### src/rtl/uart_pkg.sv
`default_nettype none
// ============================================================================
//  Module      : uart_pkg
//  Description : Shared UART definitions: receiver state encoding and the
//                bit-period terminal-count helper used by both RX and TX.
//  Revision    : 1.0 - initial release
// ============================================================================
package uart_pkg;

    typedef enum logic [2:0] {
        ST_IDLE   = 3'd0,
        ST_START  = 3'd1,
        ST_DATA   = 3'd2,
        ST_PARITY = 3'd3,
        ST_STOP   = 3'd4,
        ST_BREAK  = 3'd5
    } uart_state_e;

    // Terminal count of the bit-period counter; one bit lasts this value + 1 clocks.
    function automatic int calc_cycles_per_bit(input int clock_rate, input int baud_rate);
        return (clock_rate / baud_rate) - 1;
    endfunction

endpackage
`default_nettype wire

### src/rtl/uart_baud_counter.sv
`default_nettype none
// ============================================================================
//  Module      : uart_baud_counter
//  Description : Bit-period counter with synchronous clear, half-point tick
//                and terminal tick. Wraps to zero after the terminal count.
//  Revision    : 1.0 - initial release
// ============================================================================
module uart_baud_counter #(
    parameter int CYCLES_PER_BIT = 9
) (
    input  logic i_clk,
    input  logic i_reset,
    input  logic i_clear,
    output logic o_half_tick,
    output logic o_term_tick
);

    localparam int c_cnt_w = (CYCLES_PER_BIT > 0) ? $clog2(CYCLES_PER_BIT + 1) : 1;
    localparam logic [c_cnt_w-1:0] c_half = c_cnt_w'(CYCLES_PER_BIT / 2);
    localparam logic [c_cnt_w-1:0] c_term = c_cnt_w'(CYCLES_PER_BIT);

    logic [c_cnt_w-1:0] count_q;

    always_ff @(posedge i_clk) begin
        if (i_reset || i_clear) begin
            count_q <= '0;
        end else if (count_q == c_term) begin
            count_q <= '0;
        end else begin
            count_q <= count_q + c_cnt_w'(1);
        end
    end

    assign o_half_tick = (count_q == c_half);
    assign o_term_tick = (count_q == c_term);

endmodule
`default_nettype wire

### src/rtl/uart_rx.sv
`default_nettype none
// ============================================================================
//  Module      : uart_rx
//  Description : Oversampling UART receiver (8N1 / 8E1) with mid-bit sampling,
//                single-cycle valid strobe and per-frame error flags.
//  Revision    : 1.0 - initial release
// ============================================================================
module uart_rx
    import uart_pkg::*;
#(
    parameter int CLOCK_RATE     = 50000000,
    parameter int BAUD_RATE      = 9600,
    parameter int DATA_BITS      = 8,
    parameter int PARITY_EN      = 0,
    parameter int CYCLES_PER_BIT = calc_cycles_per_bit(CLOCK_RATE, BAUD_RATE)
) (
    input  logic                 i_clk,
    input  logic                 i_reset,
    input  logic                 i_rx,
    output logic [DATA_BITS-1:0] o_data,
    output logic                 o_valid,
    output logic                 o_parity_err,
    output logic                 o_frame_err,
    output logic                 o_busy
);

    localparam int c_idx_w = $clog2(DATA_BITS + 1);
    localparam logic [c_idx_w-1:0] c_last_idx = c_idx_w'(DATA_BITS - 1);

    logic                 rx_meta_q;
    logic                 rx_s_q;
    uart_state_e          state_q;
    logic [c_idx_w-1:0]   bit_idx_q;
    logic [DATA_BITS-1:0] shift_q;
    logic                 parity_q;
    logic [DATA_BITS-1:0] data_q;
    logic                 valid_q;
    logic                 perr_q;
    logic                 ferr_q;

    logic w_half_tick;
    logic w_term_tick;
    logic w_cnt_clear;

    always_ff @(posedge i_clk) begin
        if (i_reset) begin
            rx_meta_q <= 1'b1;
            rx_s_q    <= 1'b1;
        end else begin
            rx_meta_q <= i_rx;
            rx_s_q    <= rx_meta_q;
        end
    end

    // Restarting at the start-bit mid-point aligns every later terminal tick to a bit centre.
    assign w_cnt_clear = (state_q == ST_IDLE) || (state_q == ST_BREAK) ||
                         ((state_q == ST_START) && w_half_tick);

    uart_baud_counter #(
        .CYCLES_PER_BIT (CYCLES_PER_BIT)
    ) u_baud_counter (
        .i_clk       (i_clk),
        .i_reset     (i_reset),
        .i_clear     (w_cnt_clear),
        .o_half_tick (w_half_tick),
        .o_term_tick (w_term_tick)
    );

    always_ff @(posedge i_clk) begin
        if (i_reset) begin
            state_q   <= ST_IDLE;
            bit_idx_q <= '0;
            shift_q   <= '0;
            parity_q  <= 1'b0;
            data_q    <= '0;
            valid_q   <= 1'b0;
            perr_q    <= 1'b0;
            ferr_q    <= 1'b0;
        end else begin
            valid_q <= 1'b0;
            case (state_q)
                ST_IDLE: begin
                    if (!rx_s_q) begin
                        state_q <= ST_START;
                    end
                end
                ST_START: begin
                    if (w_half_tick) begin
                        if (!rx_s_q) begin
                            state_q   <= ST_DATA;
                            bit_idx_q <= '0;
                        end else begin
                            state_q <= ST_IDLE;
                        end
                    end
                end
                ST_DATA: begin
                    if (w_term_tick) begin
                        shift_q   <= {rx_s_q, shift_q[DATA_BITS-1:1]};
                        bit_idx_q <= bit_idx_q + c_idx_w'(1);
                        if (bit_idx_q == c_last_idx) begin
                            state_q <= (PARITY_EN != 0) ? ST_PARITY : ST_STOP;
                        end
                    end
                end
                ST_PARITY: begin
                    if (w_term_tick) begin
                        parity_q <= rx_s_q;
                        state_q  <= ST_STOP;
                    end
                end
                ST_STOP: begin
                    if (w_term_tick) begin
                        data_q  <= shift_q;
                        valid_q <= 1'b1;
                        ferr_q  <= ~rx_s_q;
                        perr_q  <= (PARITY_EN != 0) && (parity_q != (^shift_q));
                        state_q <= rx_s_q ? ST_IDLE : ST_BREAK;
                    end
                end
                ST_BREAK: begin
                    if (rx_s_q) begin
                        state_q <= ST_IDLE;
                    end
                end
                default: begin
                    state_q <= ST_IDLE;
                end
            endcase
        end
    end

    assign o_data       = data_q;
    assign o_valid      = valid_q;
    assign o_parity_err = perr_q;
    assign o_frame_err  = ferr_q;
    assign o_busy       = (state_q != ST_IDLE);

endmodule
`default_nettype wire

### config.mk
export PLATFORM = sky130hd
export DESIGN_NAME = uart_rx
export DESIGN_NICKNAME = d
export VERILOG_FILES = /design/src/rtl/uart_pkg.sv /design/src/rtl/uart_baud_counter.sv /design/src/rtl/uart_rx.sv
export SDC_FILE = /design/constraint.sdc
export NUM_CORES = 1
export LEC_CHECK = 0
export CAP_MARGIN = 25
export CORE_MARGIN = 8
export CORE_UTILIZATION = 30
export DETAILED_ROUTE_END_ITERATION = 12
export GPL_TIMING_DRIVEN = 0
export SYNTH_ARGS = -nofsm -noshare
export SYNTH_HDL_FRONTEND = slang
export SYNTH_SLANG_ARGS = --single-unit
### constraint.sdc
create_clock -name i_clk -period 2.5 [get_ports i_clk]
set_input_delay 0.5 -clock i_clk [delete_from_list [all_inputs] [get_ports i_clk]]
set_output_delay 0.5 -clock i_clk [all_outputs]
set_load 0.01 [all_outputs]
==> impl_metrics.ini <==
[status]
status = finished clean

[clock_network]
clkLatencyLatePin_ns = 0.29
cts_tree = yes
root_buffer = clkbuf_8
ctsHoldBuffers = 0
cts-htree-levels = 2
cts_sinks = 40
numCtsBuffers = 5
cts_buffer_depth = 2
path_clk_slew_ns = 0.08
postCtsSetupRepairBufs = 0

[die]
die_h_um = 92.1
fp.dieW_um = 92.1
fp-row-count = 27
start_util = 0.313
io_pins = 15
core_area_mm2 = 0.00554
die-area_mm2 = 0.00848

[critical_path]
rr_endpoint = o_data[4]
crit_end = o_busy
worst_setup_path_start_kind = flop
timing.rr.start = u_baud_counter.count_q[0]
critPathArrivalTime_ns = 1.73
cp_top_family = buffers and inverters
critical_path_class = reg2out
cp-end-kind = primary output
r2r_setup_slack_ns = 0.33
path_max_fanout = 10
cp_cell_sequence = clkbuf_1 -> or3_1 -> clkdlybuf4s50_1
setup.worst_path.start = state_q[2]
required_ns = 2.00
cp.depth = 3
slowest_delay_ns = 0.49
crit_buf_inv = 2
slowest_stage = clkdlybuf4s50_1
reg2regPathDepth = 8

[sta]
worst_pin_slew_ns = 0.658
maxSlewViolCount = 0
rsz0062_at_grt = false
finalSetupViolCount = 0
tns_ns = 0
period_minus_slack_ns = 2.23
fin_crit_sh = 0.892
fmax_mhz = 448
slew_headroom = 0.561
timing.final.hold_violations = 0
final.setup_skew_ns = 0.0118

[routing]
drc_errors = 0
first_iter_violations = 99
first_pass_iters = 4
vias = 1342
via_per_inst = 4.73
wl_um = 3340
drtAntennaViolNets = 0
wire_per_inst_um = 11.8

[power]
p_leak_uw = 0.000753
irDropWorstVdd_mv = 0.397
power-per-cell-area_mw_per_mm2 = 609

[synthesis]
syn_area_mm2 = 0.00174
yosys-top-cells-count = 40 x dfxtp_1, 35 x nor2_1, 16 x mux2i_1
synth.distinct_cells = 40
synth_top_family_by_area = simple AND/OR/NAND/NOR gates
synth_largest_area_cell = dfxtp_1
async_flop_share = 0
synth_edf_count = 0
yosys.area_share.adder = 0.0144
synthCells = 191
ys_seq_elements = 40
synth_xor_xnor_area_share = 0.0605
yosys_warnings = 0
syn_area_per_cell_um2 = 9.09
synth_simple_gate_area_frac = 0.261
yosysSeqAreaShare = 0.461
synth_area_leaders = dfxtp_1 46%, mux2i_1 9.2%, nor2_1 7.6%, xor2_1 4.0%, nand3_1 2.9%
syn_nets = 196
yosys_most_used_dff = dfxtp_1
synth_compound_area_frac = 0.0764
synthMostInstantiatedCell = dfxtp_1
synthMuxAreaShare = 0.0922
synth_top_area_share = 0.461

[hold_path]
min_from = rx_meta_q
min_path_type = reg2reg
hold_path_depth = 1

[layout]
syn_to_final_growth_pct = 17.9
drive_above_1_share = 0.0755
antenna_cells = 0
final_util = 0.370
fin_nets = 216

[place]
portBuffers = 13
place_hpwl_um = 2300
gp_congestion = 0.798

[global_route]
grt.overflow.total = 0
track_usage = 0.0830
grt_pass1_wl_um = 5750
antenna_found_initial = 0
grt_max_degree = 13
grt_pass1_vias = 1240

[job]
max_cap_violations = 0
cell usage in the layout, fill, tap and decap left out, types with 3 or more instances in the layout:
| cell type | count |
|---|---|
| or3_1 | 3 |
| xor2_1 | 8 |
| xnor2_1 | 4 |
| or2_2 | 5 |
| nand3_1 | 10 |
| dfxtp_1 | 40 |
| and3_1 | 6 |
| nor4bb_1 | 3 |
| clkbuf_1 | 11 |
| clkdlybuf4s50_1 | 13 |
| mux2i_1 | 16 |
| clkbuf_8 | 5 |
| nand2_1 | 8 |
| a21oi_1 | 8 |
| nor2_1 | 35 |
metrics by stage:
step | instances | total power (µW) | cell area [µm²] | hold slack [ns] | setup WS [ns]
global placement | 276 | 847 | 1960 | 0.392 | 0.201
detailed placement | 276 | 847 | 1960 | 0.395 | 0.204
floorplan | 191 | 800 | 1740 | 0.389 | 0.510
CTS | 284 | 1270 | 2040 | 0.414 | 0.182
global route | 284 | 1320 | 2050 | 0.451 | 0.134
finish | 284 | 1250 | 2050 | 0.410 | 0.270
layout make-up:
class | count | area (µm²)
Clock buffer | 7 | 76.3
Clock inverter | 1 | 8.76
Inverter | 2 | 7.51
Sequential cell | 40 | 801
Timing Repair Buffer | 13 | 130
Tap cell | 72 | 90.1
Multi-Input combinational cell | 138 | 886
Buffer | 11 | 48.8
Fill cell | 590 | 3490
what timing repair did:
action / in CTS / in global routing
endpoints found under the setup margin: 0 / 1
gates resized for setup: 0 / 1
hold endpoints to repair: 0 / 0
logic make-up after synthesis:
logic type | after synthesis
simple gates | 87
flops | 40
compound gates | 20
mux | 16
buf+inv | 13
xor+xnor | 12
fa+ha+maj | 2
other cells | 1
per-layer routing:
metal | up-vias | wire length [µm] | global-route usage | part of all wire
met1 | 609 | 1690 | 0.106 | 0.51
li1 | 702 | - | - | -
met4 | 0 | 73 | 0.0470 | 0.022
met5 | - | 0 | 0 | 0
met3 | 5 | 117 | 0.0269 | 0.035
met2 | 26 | 1460 | 0.119 | 0.44
report_power, final:
group	leakage, µW	switching, µW	internal (µW)	total [µW]
registers	0.000323	6.03	650	656
logic	0.000388	98.6	76.8	175
clock network	0.0000424	217	199	416
worst min-delay path by stage:
stage | to | slack (ns)
4_1_cts | rx_s_q | 0.41
6_report | rx_s_q | 0.41
3_5_place_dp | rx_s_q | 0.40
3_3_place_gp | rx_s_q | 0.39
2_1_floorplan | rx_s_q | 0.39
5_1_grt | rx_s_q | 0.45
state kept, by name, indices dropped and copies added, names as in the netlist:
signal	cells
o_frame_err	1
rx_s_q	1
state_q	3
bit_idx_q	4
shift_q	8
o_data	8
o_valid	1
u_baud_counter.count_q	13
rx_meta_q	1
(Power assumes the default switching activity.)
